==> src/rtl/mealy_pkg.sv <==
// mealy_pkg: shared FSM state type and default sizing for the sequence detector
package mealy_pkg;
  typedef enum logic {FILL, ARMED} state_t;
  localparam int DEF_PAT_LEN = 4;
  localparam int DEF_CNT_W = 4;
endpackage

==> src/rtl/mealy_seq_det_sat_counter.sv <==
// sat_counter: saturating match counter with sticky overflow flag
// Ports: clk, reset (sync, active-low), clr (sync clear), inc (count request),
//        cnt (current count), sat (set when inc arrives while cnt is at max; cleared by reset/clr)
module sat_counter #(
  parameter int W = 4
) (
  input  logic         clk,
  input  logic         reset,
  input  logic         clr,
  input  logic         inc,
  output logic [W-1:0] cnt,
  output logic         sat
);
  always_ff @(posedge clk) begin
    if (!reset || clr) begin
      cnt <= '0;
      sat <= 1'b0;
    end else if (inc) begin
      if (&cnt) sat <= 1'b1;
      else cnt <= cnt + 1'b1;
    end
  end
endmodule

==> src/rtl/mealy_seq_det.sv <==
// mealy_seq_det: programmable serial pattern detector with Mealy match flag and saturating match count
// Ports: clk, reset (sync, active-low), en (bit valid), in (serial bit), load (take pattern_in),
//        pattern_in (new pattern, MSB = oldest bit), overlap (1 = matches may share bits),
//        z (combinational match flag), out (saturating match count), sat (sticky overflow)
module mealy_seq_det
  import mealy_pkg::*;
#(
  parameter int                  PAT_LEN = DEF_PAT_LEN,
  parameter int                  CNT_W   = DEF_CNT_W,
  parameter logic [PAT_LEN-1:0]  DEF_PAT = 4'b1011
) (
  input  logic               clk,
  input  logic               reset,
  input  logic               en,
  input  logic               in,
  input  logic               load,
  input  logic [PAT_LEN-1:0] pattern_in,
  input  logic               overlap,
  output logic               z,
  output logic [CNT_W-1:0]   out,
  output logic               sat
);
  localparam int HW = PAT_LEN - 1;
  localparam int FW = $clog2(PAT_LEN);
  localparam logic [FW-1:0] LAST = FW'(PAT_LEN - 1);
  state_t state, state_nxt;
  logic [PAT_LEN-1:0] pat_reg, pat_nxt;
  logic [HW-1:0] hist, hist_nxt;
  logic [FW-1:0] fill, fill_nxt;
  logic [PAT_LEN-1:0] win;
  logic match;
  // Window of the newest PAT_LEN bits, with the incoming bit in the LSB.
  assign win = {hist, in};
  assign match = reset & en & ~load & (state == ARMED) & (win == pat_reg);
  assign z = match;
  always_ff @(posedge clk) begin
    if (!reset) begin
      pat_reg <= DEF_PAT;
      hist    <= '0;
      fill    <= '0;
      state   <= FILL;
    end else begin
      pat_reg <= pat_nxt;
      hist    <= hist_nxt;
      fill    <= fill_nxt;
      state   <= state_nxt;
    end
  end
  // A non-overlapping match restarts filling so no matched bit is reused.
  always_comb begin
    pat_nxt   = load ? pattern_in : pat_reg;
    hist_nxt  = load ? '0 : en ? win[HW-1:0] : hist;
    fill_nxt  = load ? '0 : !en ? fill : match ? (overlap ? LAST : '0) :
                (state == FILL) ? fill + 1'b1 : fill;
    state_nxt = (fill_nxt == LAST) ? ARMED : FILL;
  end
  sat_counter #(.W(CNT_W)) u_cnt (
    .clk   (clk),
    .reset (reset),
    .clr   (load),
    .inc   (match),
    .cnt   (out),
    .sat   (sat)
  );
endmodule
==> config.mk <==
export PLATFORM = sky130hd
export DESIGN_NAME = mealy_seq_det
export DESIGN_NICKNAME = d
export VERILOG_FILES = /design/src/rtl/mealy_pkg.sv /design/src/rtl/mealy_seq_det_sat_counter.sv /design/src/rtl/mealy_seq_det.sv
export SDC_FILE = /design/constraint.sdc
export NUM_CORES = 1
export LEC_CHECK = 0
export BUFFER_PORTS_ARGS = -buffer_cell sky130_fd_sc_hd__buf_4
export CAP_MARGIN = 20
export CORE_UTILIZATION = 41
export CTS_CLUSTER_SIZE = 25
export DETAILED_ROUTE_END_ITERATION = 8
export HOLD_SLACK_MARGIN = 0.15
export PLACE_DENSITY_LB_ADDON = 0.08
export SLEW_MARGIN = 20
export SYNTH_ARGS = -nofsm -noshare
export SYNTH_HDL_FRONTEND = slang
export SYNTH_SLANG_ARGS = --single-unit
export TNS_END_PERCENT = 10
==> constraint.sdc <==
create_clock -name clk -period 1.7 [get_ports clk]
set_input_delay 0.17 -clock clk [delete_from_list [all_inputs] [get_ports clk]]
set_output_delay 0.17 -clock clk [all_outputs]
set_load 0.005 [all_outputs]
==> impl_metrics.csv <==
group,metric,value,unit
synthesis,synth_flop_cell,"dfxtp_1",
critical_path,reg2reg_from,"hist[1]",
sta,report.final.slew_viol_count,0,
power_and_ir_drop,powerDensity,688,mW/mm²
placed_design,dp_cells,112,
placed_design,place_congestion,0.748,
synthesis,yosysMostFrequentCell,"dfxtp_1",
run,maxCapViolations,0,
finish,multiInputGateArea,407,µm²
clock_network,clock-sinks,15,
global_routing,grt_overflow,0,
synthesis,synthCells,76,
sta,report.final.setup_viol,0,
synthesis,synth_cell_types,31,
synthesis,syn_area,748,µm²
clock_network,ctsHtreeMaxLevel,1,
synthesis,ys_warn_count,0,
synthesis,ys_seq_area_frac,0.401,
critical_path,critPathArrivalTime,1410,ps
floorplanning,die_h,44.7,µm
routing,drtPass1Iterations,4,
sta,fin_ws,125,ps
routing,drcViolationCount,0,
synthesis,async_flop_share,0,
sta,rsz0062_at_grt,"false",
floorplanning,die_area,0.00200,mm²
sta,max_slew_margin,0.774,
finish,n_fill_cell,171,
global_routing,grt_max_degree,12,
synthesis,syn-num-nets,87,
clock_network,cts.reportedPaths.clkPinSlew,80,ps
synthesis,synth-seq-cells,15,
global_routing,antenna_found_initial,0,
hold_path,hp-start,"load",
global_routing,grt_pass1_wl,2050,µm
finish,antenna_cells,0,
critical_path,worstPathRequired,1530,ps
critical_path,startpoint_type,"flop",
critical_path,critPathMaxFanout,9,
power_and_ir_drop,power_leakage,0.413,nW
sta,fin_skew,1.81,ps
clock_network,cts_tree,"done",
sta,hold_ws,171,ps
finish,stdcell_count,123,
clock_network,cts-buffers-inserted,3,
placed_design,dpl.hpwl,930,µm
floorplanning,core,0.00173,mm²
clock_network,clock_latency,280,ps
routing,vias,574,
sta,post-route-period-util,0.927,
sta,worst_pin_slew,336,ps
status,status,"finished, final reports clean",
clock_network,cts_root_buffer,"clkbuf_4",
sta,hold_violations,0,
synthesis,avgSynthCellArea,9.84,µm²
critical_path,crit_type,"flop to output pin",
synthesis,yosys.area.top_type,"dfxtp_1",
power_and_ir_drop,p_total,652,µW
routing,drtAntennaViolNets,0,
routing,viasPerCell,4.67,
placed_design,portBuffers,15,
placed_design,placed_area,855,µm²
hold_path,hp-class,"input port to flop",
finish,utilization,0.549,
power_and_ir_drop,irDropWorstVdd,0.000416,V
sta,min_period,1580,ps
synthesis,synth_edf_count,0,
finish,drive_gt1_frac,0.276,
critical_path,rrSetupSlack,250,ps
global_routing,grt_pass1_vias,451,
placed_design,place_ws,310,ps
routing,postRouteWirelength,1300,µm
floorplanning,initial_core_util,0.433,
finish,syn_to_final_growth,26.8,%
floorplanning,row_count,15,
clock_network,clk_path_buf_depth,2,
sta,max_freq,0.635,GHz
critical_path,cp-end-kind,"output pin",
floorplanning,dieWidth,44.7,µm
floorplanning,num_io_pins,16,
finish,design_area,948,µm²
finish,regArea,300,µm²
synthesis,ys_top_cells_by_area,"dfxtp_1 (40%), mux2i_1 (9.4%), xor2_1 (5.9%)",
synthesis,yosysTopAreaCellShare,0.401,
clock_network,post_cts_resized,0,
critical_path,worstSetupStartpoint,"pat_reg[2]",
routing,dr.first_iter.drc_count,8,
global_routing,track_usage,0.145,
routing,drt-wirelength-per-cell,10.5,µm
sta,tns,0,ps
finish,fin_nets,110,
synthesis,synth_common_cells,"dfxtp_1 (15), nor2_1 (9), mux2i_1 (7), nand2_1 (7), xor2_1 (5)",
[timing repair]
item,CTS,global route
buffers inserted,0,1
hold buffers,6,0
endpoints found under the setup margin,0,1
endpoints found under the hold margin,5,0
[kinds of logic after synthesis]
| family | after synthesis | synth area share |
|---|---|---|
| AOI/OAI and AO/OA | 11 | 0.110 |
| xor gates and xnor gates | 6 | 0.0702 |
| adders and majority gates | 1 | 0.0167 |
| buffers and inverters | 5 | 0.0552 |
| DFF | 15 | 0.401 |
| muxes | 7 | 0.0936 |
| and+or+nand+nor | 31 | 0.253 |
[report_power, final]
part / switching [mW] / leakage, nW / internal (mW)
clock network: 0.111 / 0.0150 / 0.0912
registers: 0.00710 / 0.122 / 0.361
logic: 0.0361 / 0.276 / 0.0458
[layer usage]
layer / global-route usage / vias to the layer above / wire length, µm
li1: - / 307 / -
met1: 0.189 / 254 / 656
met3: 0.0720 / 3 / 70
met5: 0 / - / 0
met4: 0.0545 / 0 / 8
met2: 0.206 / 10 / 559
[area by class of cell]
| cell class | count | area share |
|---|---|---|
| Multi-Input combinational cell | 56 | 0.429 |
| Tap cell | 25 | 0.0330 |
| Timing Repair Buffer | 22 | 0.190 |
| Inverter | 1 | 0.00396 |
| Sequential cell | 15 | 0.317 |
| Clock buffer | 4 | 0.0277 |
[cells in the final DEF (no fill, tap or decap)]
cell type and n:
a211oi_2 1, clkbuf_4 3, nand2b_1 1, a41o_1 1, nor3_1 1, and3_1 1
and4_1 1, and2_4 1, a31oi_1 2, nor3b_1 1, o21ai_0 1, inv_1 1
xnor2_1 1, a21oi_1 4, nand2_4 1, dlygate4sd3_1 6, ha_1 1, clkbuf_1 1
buf_4 16, xor2_1 5, nand2_1 7, nor3_2 1, a311oi_2 1, nand3_1 3
nor2_1 9, nor2b_1 1, nor3_4 1, mux2i_1 7, dfxtp_1 15, nand2b_4 2
o21bai_1 1
[critical path: stages (launching register included)]
cell and delay [ps]:
dfxtp_1 330, xor2_1 170, nor3_2 240, and2_4 250, buf_4 130
[worst paths after layout]
check / end / depth (start not counted)
worst max register to register: state / 6
worst max-delay path: z / 4
worst min register to register: u_cnt.sat / 2
worst min-delay path: pat_reg[1] / 3
(Power assumes the default switching activity.)
